## src/rtl/rom_rd_pipe.sv

```systemverilog
// Read-only word memory behind a req/gnt handshake. The lookup happens when a
// request is accepted, then the word moves through an elastic pipeline that closes up bubbles.
`timescale 1ns/1ps
module rom_rd_pipe #(
  parameter int DataWidth   = 64,
  parameter int Depth       = 19,
  parameter int AddrWidth   = 64,
  parameter int ReadLatency = 1,
  parameter bit CheckUpper  = 1'b1,
  parameter logic [Depth-1:0][DataWidth-1:0] RomInit = '0
) (
  input  logic                 clk_i,
  input  logic                 rst_ni,
  input  logic                 req_i,
  output logic                 gnt_o,
  input  logic [AddrWidth-1:0] addr_i,
  output logic                 rvalid_o,
  input  logic                 rready_i,
  output logic [DataWidth-1:0] rdata_o,
  output logic                 err_o
);

  localparam int OffW = $clog2(DataWidth / 8);
  localparam int IdxW = (Depth > 1) ? $clog2(Depth) : 1;
  localparam int UpLo = OffW + IdxW;
  localparam int L    = ReadLatency;
  localparam logic [IdxW:0] DepthC = (IdxW + 1)'(Depth);

  if (ReadLatency < 1 || ReadLatency > 4) begin : g_bad_latency
    $error("rom_rd_pipe: ReadLatency must be within 1..4");
  end
  if (DataWidth % 8 != 0 || DataWidth < 8) begin : g_bad_width
    $error("rom_rd_pipe: DataWidth must be a non-zero multiple of 8");
  end
  if (Depth < 1) begin : g_bad_depth
    $error("rom_rd_pipe: Depth must be at least 1");
  end

  logic [IdxW-1:0] idx;
  logic            upper_nz;
  logic            oor;
  logic            accept;
  logic            unused_addr;
  logic [DataWidth-1:0] rom_word;

  assign idx         = addr_i[OffW +: IdxW];
  assign unused_addr = ^addr_i;

  if (CheckUpper && (UpLo < AddrWidth)) begin : g_upper
    assign upper_nz = |addr_i[AddrWidth-1:UpLo];
  end else begin : g_no_upper
    assign upper_nz = 1'b0;
  end

  // Widen idx by one bit so Depth == 2**IdxW compares correctly.
  assign oor = ({1'b0, idx} >= DepthC) || upper_nz;

  always_comb begin
    rom_word = '0;
    for (int i = 0; i < Depth; i++) begin
      if (idx == IdxW'(i)) rom_word = RomInit[i];
    end
  end

  logic [L-1:0]                valid_q, valid_d;
  logic [L-1:0]                err_q, err_d;
  logic [L-1:0][DataWidth-1:0] data_q, data_d;
  logic [L-1:0]                free;

  // A stage is free when it, or any stage downstream of it, is empty, or the
  // consumer pops this cycle.
  always_comb begin
    for (int k = 0; k < L; k++) begin
      free[k] = rready_i;
      for (int j = k; j < L; j++) begin
        if (!valid_q[j]) free[k] = 1'b1;
      end
    end
  end

  assign gnt_o  = free[0];
  assign accept = req_i && free[0];

  always_comb begin
    valid_d = valid_q;
    err_d   = err_q;
    data_d  = data_q;
    for (int k = L - 1; k >= 1; k--) begin
      if (free[k]) begin
        valid_d[k] = valid_q[k-1];
        err_d[k]   = err_q[k-1];
        data_d[k]  = data_q[k-1];
      end
    end
    if (free[0]) begin
      valid_d[0] = accept;
      err_d[0]   = accept && oor;
      data_d[0]  = (accept && !oor) ? rom_word : '0;
    end
  end

  always_ff @(posedge clk_i or negedge rst_ni) begin
    if (!rst_ni) begin
      valid_q <= '0;
      err_q   <= '0;
      data_q  <= '0;
    end else begin
      valid_q <= valid_d;
      err_q   <= err_d;
      data_q  <= data_d;
    end
  end

  assign rvalid_o = valid_q[L-1];
  assign err_o    = err_q[L-1];
  assign rdata_o  = data_q[L-1];

endmodule

```

## config.mk

```make
export PLATFORM = sky130hd
export DESIGN_NAME = rom_rd_pipe
export DESIGN_NICKNAME = d
export VERILOG_FILES = /design/src/rtl/rom_rd_pipe.sv
export SDC_FILE = /design/constraint.sdc
export NUM_CORES = 1
export LEC_CHECK = 0
export CAP_MARGIN = 20
export CORE_MARGIN = 3
export CORE_UTILIZATION = 22
export DETAILED_ROUTE_END_ITERATION = 7
export PLACE_DENSITY = 0.95
export SYNTH_ARGS = -nofsm -noshare
export SYNTH_HDL_FRONTEND = slang
export SYNTH_SLANG_ARGS = --single-unit
```

## constraint.sdc

```tcl
create_clock -name clk_i -period 1.3 [get_ports clk_i]
set_input_delay 0.195 -clock clk_i [delete_from_list [all_inputs] [get_ports clk_i]]
set_output_delay 0.195 -clock clk_i [all_outputs]
set_load 0.03 [all_outputs]
```

======== Yosys cells after proc, flatten, opt, wreduce, memory -nomap -nowiden ========
Cells that the tools add are included.
word-level totals
  register bits after elaboration ......... 2
  output and inout port bits .............. 67
operators by class
  magnitude comparators ................... 1
  mux-type cells .......................... 1
  reductions and logical operators ........ 4
operators with widths
  cell                                        count
  OR reduction 56 bit                         1
  >= comparator 5 bit, second input constant  1
  logical AND 1 bit                           2
  logical OR 1 bit                            1
  2-to-1 mux 1 bit                            1

======== Longest topological paths before layout ========
  depth in word-level cells ............... 3
  mapped depth ............................ 4
  gate-level depth less buffers ........... 4

======== Worst setup path before layout ========
Ideal clock, no wire load.
  kind .................................... register to register
  start ................................... register valid_q, in the netlist rvalid_o
  end ..................................... register err_q, in the netlist err_o
  data arrival time ....................... 0.987 ns
  data required time ...................... 1.163 ns
  slack ................................... 0.176 ns
  cell stages (with the launch flop) ...... 4
  clock period less this slack ............ 1.124 ns
  path through ............................ dfrtp_1 nand2b_1 nand2_1 o22ai_1
on the way
  word-level cells in the longest chain between the ends .. 3
RTL lines
  what                      RTL line  RTL
  start: declaration        65        logic [L-1:0] valid_q, valid_d;
  start signal: assignment  108       valid_q <= valid_d;
  2-to-1 mux 1 bit (*)      76        if (!valid_q[j]) free[k] = 1'b1;
  named net gnt_o           15        output logic gnt_o,
  logical AND 1 bit         82        assign accept = req_i && free[0];
  logical AND 1 bit         97        err_d[0] = accept && oor;
  end signal: assignment    109       err_q <= err_d;
  end: declaration          66        logic [L-1:0] err_q, err_d;
The timed path passes the listed nets; every way through them passes the cells marked *.
A chain may end at the register's enable or synchronous reset.

======== Worst setup path after layout ========
  start ................................... input addr_i[48]
  end ..................................... register err_q, in the netlist err_o
on the way
  word-level cells in the longest chain between the ends .. 3
RTL lines
  what                 RTL line  RTL
  start: declaration   16        input logic [AddrWidth-1:0] addr_i,
  OR reduction 56 bit  50        assign upper_nz = |addr_i[AddrWidth-1:UpLo];
  logical OR 1 bit     56        assign oor = ({1'b0, idx} >= DepthC) || upper_nz;
  logical AND 1 bit    97
Every way passes these cells.

==> run metrics <==
maxcap violations 0; FP Rows 20; CTS sink count 2; delay-heaviest family, CP simple AND/OR/NAND/NOR gates; nets about 230; area of the mapped netlist 717 µm²; Min Hold Slack 0.143 ns; Root Driver clkbuf_4; layout cells sized above 1 11.7%; Hold Fails Final Rpt 0; CP dominant cell by count nor4_2; post-synthesis simple-gate area fraction a little over a fifth; drt first pass iters 2; Yosys reg bits 2; pre-CTS setup slack -0.384 ns; Post-route DRC 0; xor/xnor cell area share of the yosys netlist 0%; pwr dens 505 nW/µm²; initial drt markers 19; vias in the first global route 611; Clock transition at path regs ~0.030 ns; largest net degree at the start of global routing 5; total global-route track usage under 10%; Distinct cells, synth 12; Routed WL roughly 2800 µm; sequential area share after synthesis 6.98%; CP endpoint kind flip-flop; VDD IR max between 0.00015 and 0.0002 V; I/O Buffers 67; Post-CTS Setup Bufs 0; HPWL after detailed placement just under 2000 µm; CORE AREA slightly above 3000 µm²; CP max FO 1; global route overflow 0; ys flop type dfrtp_1; total CTS buffers 3; Final period util between 90% and 100%; largest family of logic cells by synthesized area buffers and inverters; EDFF count, synth 0; Die Span Y about 63 µm; Adder-Cell Fraction of Synth Area 0%; Worst EP arrival between 1 and 1.5 ns; clk_skew around 0.00026 ns; Setup Viol. Count Final 0; Worst path max stage delay ~0.44 ns; count of hold-fix buffers inserted at cts 0; clock tree buffer depth 2; standby leakage power between 0.9 and 1 nW; setup TNS 0 ns; WL per Instance 13.6 µm; CP startpoint kind primary input; critical-path cell list clkdlybuf4s50_1 > nor4_2 > nand4_1 > nor4_2 > o22ai_1; CTS tree done; Placer Congestion between 0.6 and 0.7; crit path kind primary input to flip-flop; multiplexer area fraction after synthesis 0%; ANT nets after route 0; H-tree levels 1; clk_lat worst skew approximately 0.22 ns; via/cell ratio 3.43; Final Critical Period 1.27 ns; Setup WS post-layout ~0.028 ns; HP Class primary input to asynchronous set/reset pin; fin cells 206; Die W about 63 µm; achievable frequency slightly below 0.8 GHz; share of the synthesized area in the top cell type between 60% and 70%; initial antenna violation count 0; # IOs around 140; Cells after Synth between 90 and 100; fin util between 40% and 50%; Total Die Area about 4000 µm²; Data required, critical path between 1 and 1.5 ns; Avg Cell Area, Syn between 7 and 8 µm²; Syn. warnings 0; max-slew violations 0; post-synth top area cell buf_4; dpl cells approximately 200; Area Growth Syn to Fin 94.2%; Vias approximately 700; Initial Util between 20% and 30%; most numerous cell in the Yosys netlist buf_4; Synth area leaders buf_4, nor4_1, dfrtp_1, nor4_2, nand4_1; Commonest cells post-synth buf_4, nor4_1, nor4_2, nand4_1; Ant. Diodes 0; Worst Path Buf+Inv 1; post-synthesis compound-gate area fraction 2.97%; slowest stage cell, crit path clkdlybuf4s50_1; status finished, final reports clean; global-route wire length before repair 3030 µm; async set-reset flop share out of synthesis between 90% and 100%
[kinds of logic (layout without fill, tap and decap cells)]
group | count (synthesis) | in the layout
simple gates | 21 | 21
flops | 2 | 2
other cells | 1 | 64
compound gates | 3 | 3
buf+inv | 66 | 72
[per-layer routing]
layer | global-route usage, % | up-vias | part of all wire (%)
li1 | - | 328 | -
met1 | 10.5 | 314 | 28
met2 | 17.3 | 61 | 59
met3 | 3.92 | 4 | 11
met4 | 0.826 | 0 | 2.1
met5 | 0 | - | 0
[repair_timing]
item | in CTS | in global routing
resized for setup | 3 | 53
pin swaps | 1 | 19
setup endpoints to repair | 3 | 1
[sequential cells by signal, summed over array words and instances (netlist names)]
signal / flops
rvalid_o: 1
err_o: 1
[power breakdown]
part           internal [mW]  switching, mW  leakage, nW
clock                  0.101         0.0296       0.0138
combinational          0.171          0.331        0.900
sequential            0.0680        0.00248       0.0228
total                  0.340          0.363        0.937
[placed cells by master, fill, tap and decap left out, types with 2 or more instances in the layout]
| cell type | count |
|---|---|
| clkbuf_4 | 3 |
| clkdlybuf4s50_1 | 21 |
| conb_1 | 64 |
| dfrtp_1 | 2 |
| dlygate4sd2_1 | 2 |
| dlymetal6s2s_1 | 43 |
| inv_1 | 2 |
| nand2b_1 | 2 |
| nand4_1 | 3 |
| nor4_2 | 15 |
[final timing paths]
check                                        to  slack (ns)                 start  cells past startpoint
hold / removal             rvalid_o$_DFFE_PN0N_        0.14                rst_ni                      1
hold reg to reg               err_o$_DFFE_PN0N_        0.55     err_o$_DFFE_PN0N_                      2
max in group asynchronous     err_o$_DFFE_PN0N_        1.04                rst_ni                      1
min in group clk_i            err_o$_DFFE_PN0N_        0.42            addr_i[46]                      5
setup reg to reg              err_o$_DFFE_PN0N_        0.48  rvalid_o$_DFFE_PN0N_                      3
setup / recovery              err_o$_DFFE_PN0N_        0.03            addr_i[48]                      5
[stage by stage]
stage / cell area (µm²) / total power [mW]
global placement: 1200 / 0.560
floorplan: 953 / 0.493
detailed placement: 1200 / 0.562
finish: 1390 / 0.703
global route: 1390 / 0.742
CTS: 1220 / 0.708
[layout make-up]
class	count	area (µm²)
clock buffer	3	22.5
sequential	2	50.0
fill	296	1690
inverter	2	7.51
tap	44	55.1
timing repair buffer	67	773
multi-input combinational	88	484
[worst reg2reg max path: stages (launching register included)]
cell and delay [ns]:
dfrtp_1 0.37, nand2b_1 0.16, nand2_1 0.08, o22ai_1 0.13
Note: power is estimated with default switching activity, not from simulation.
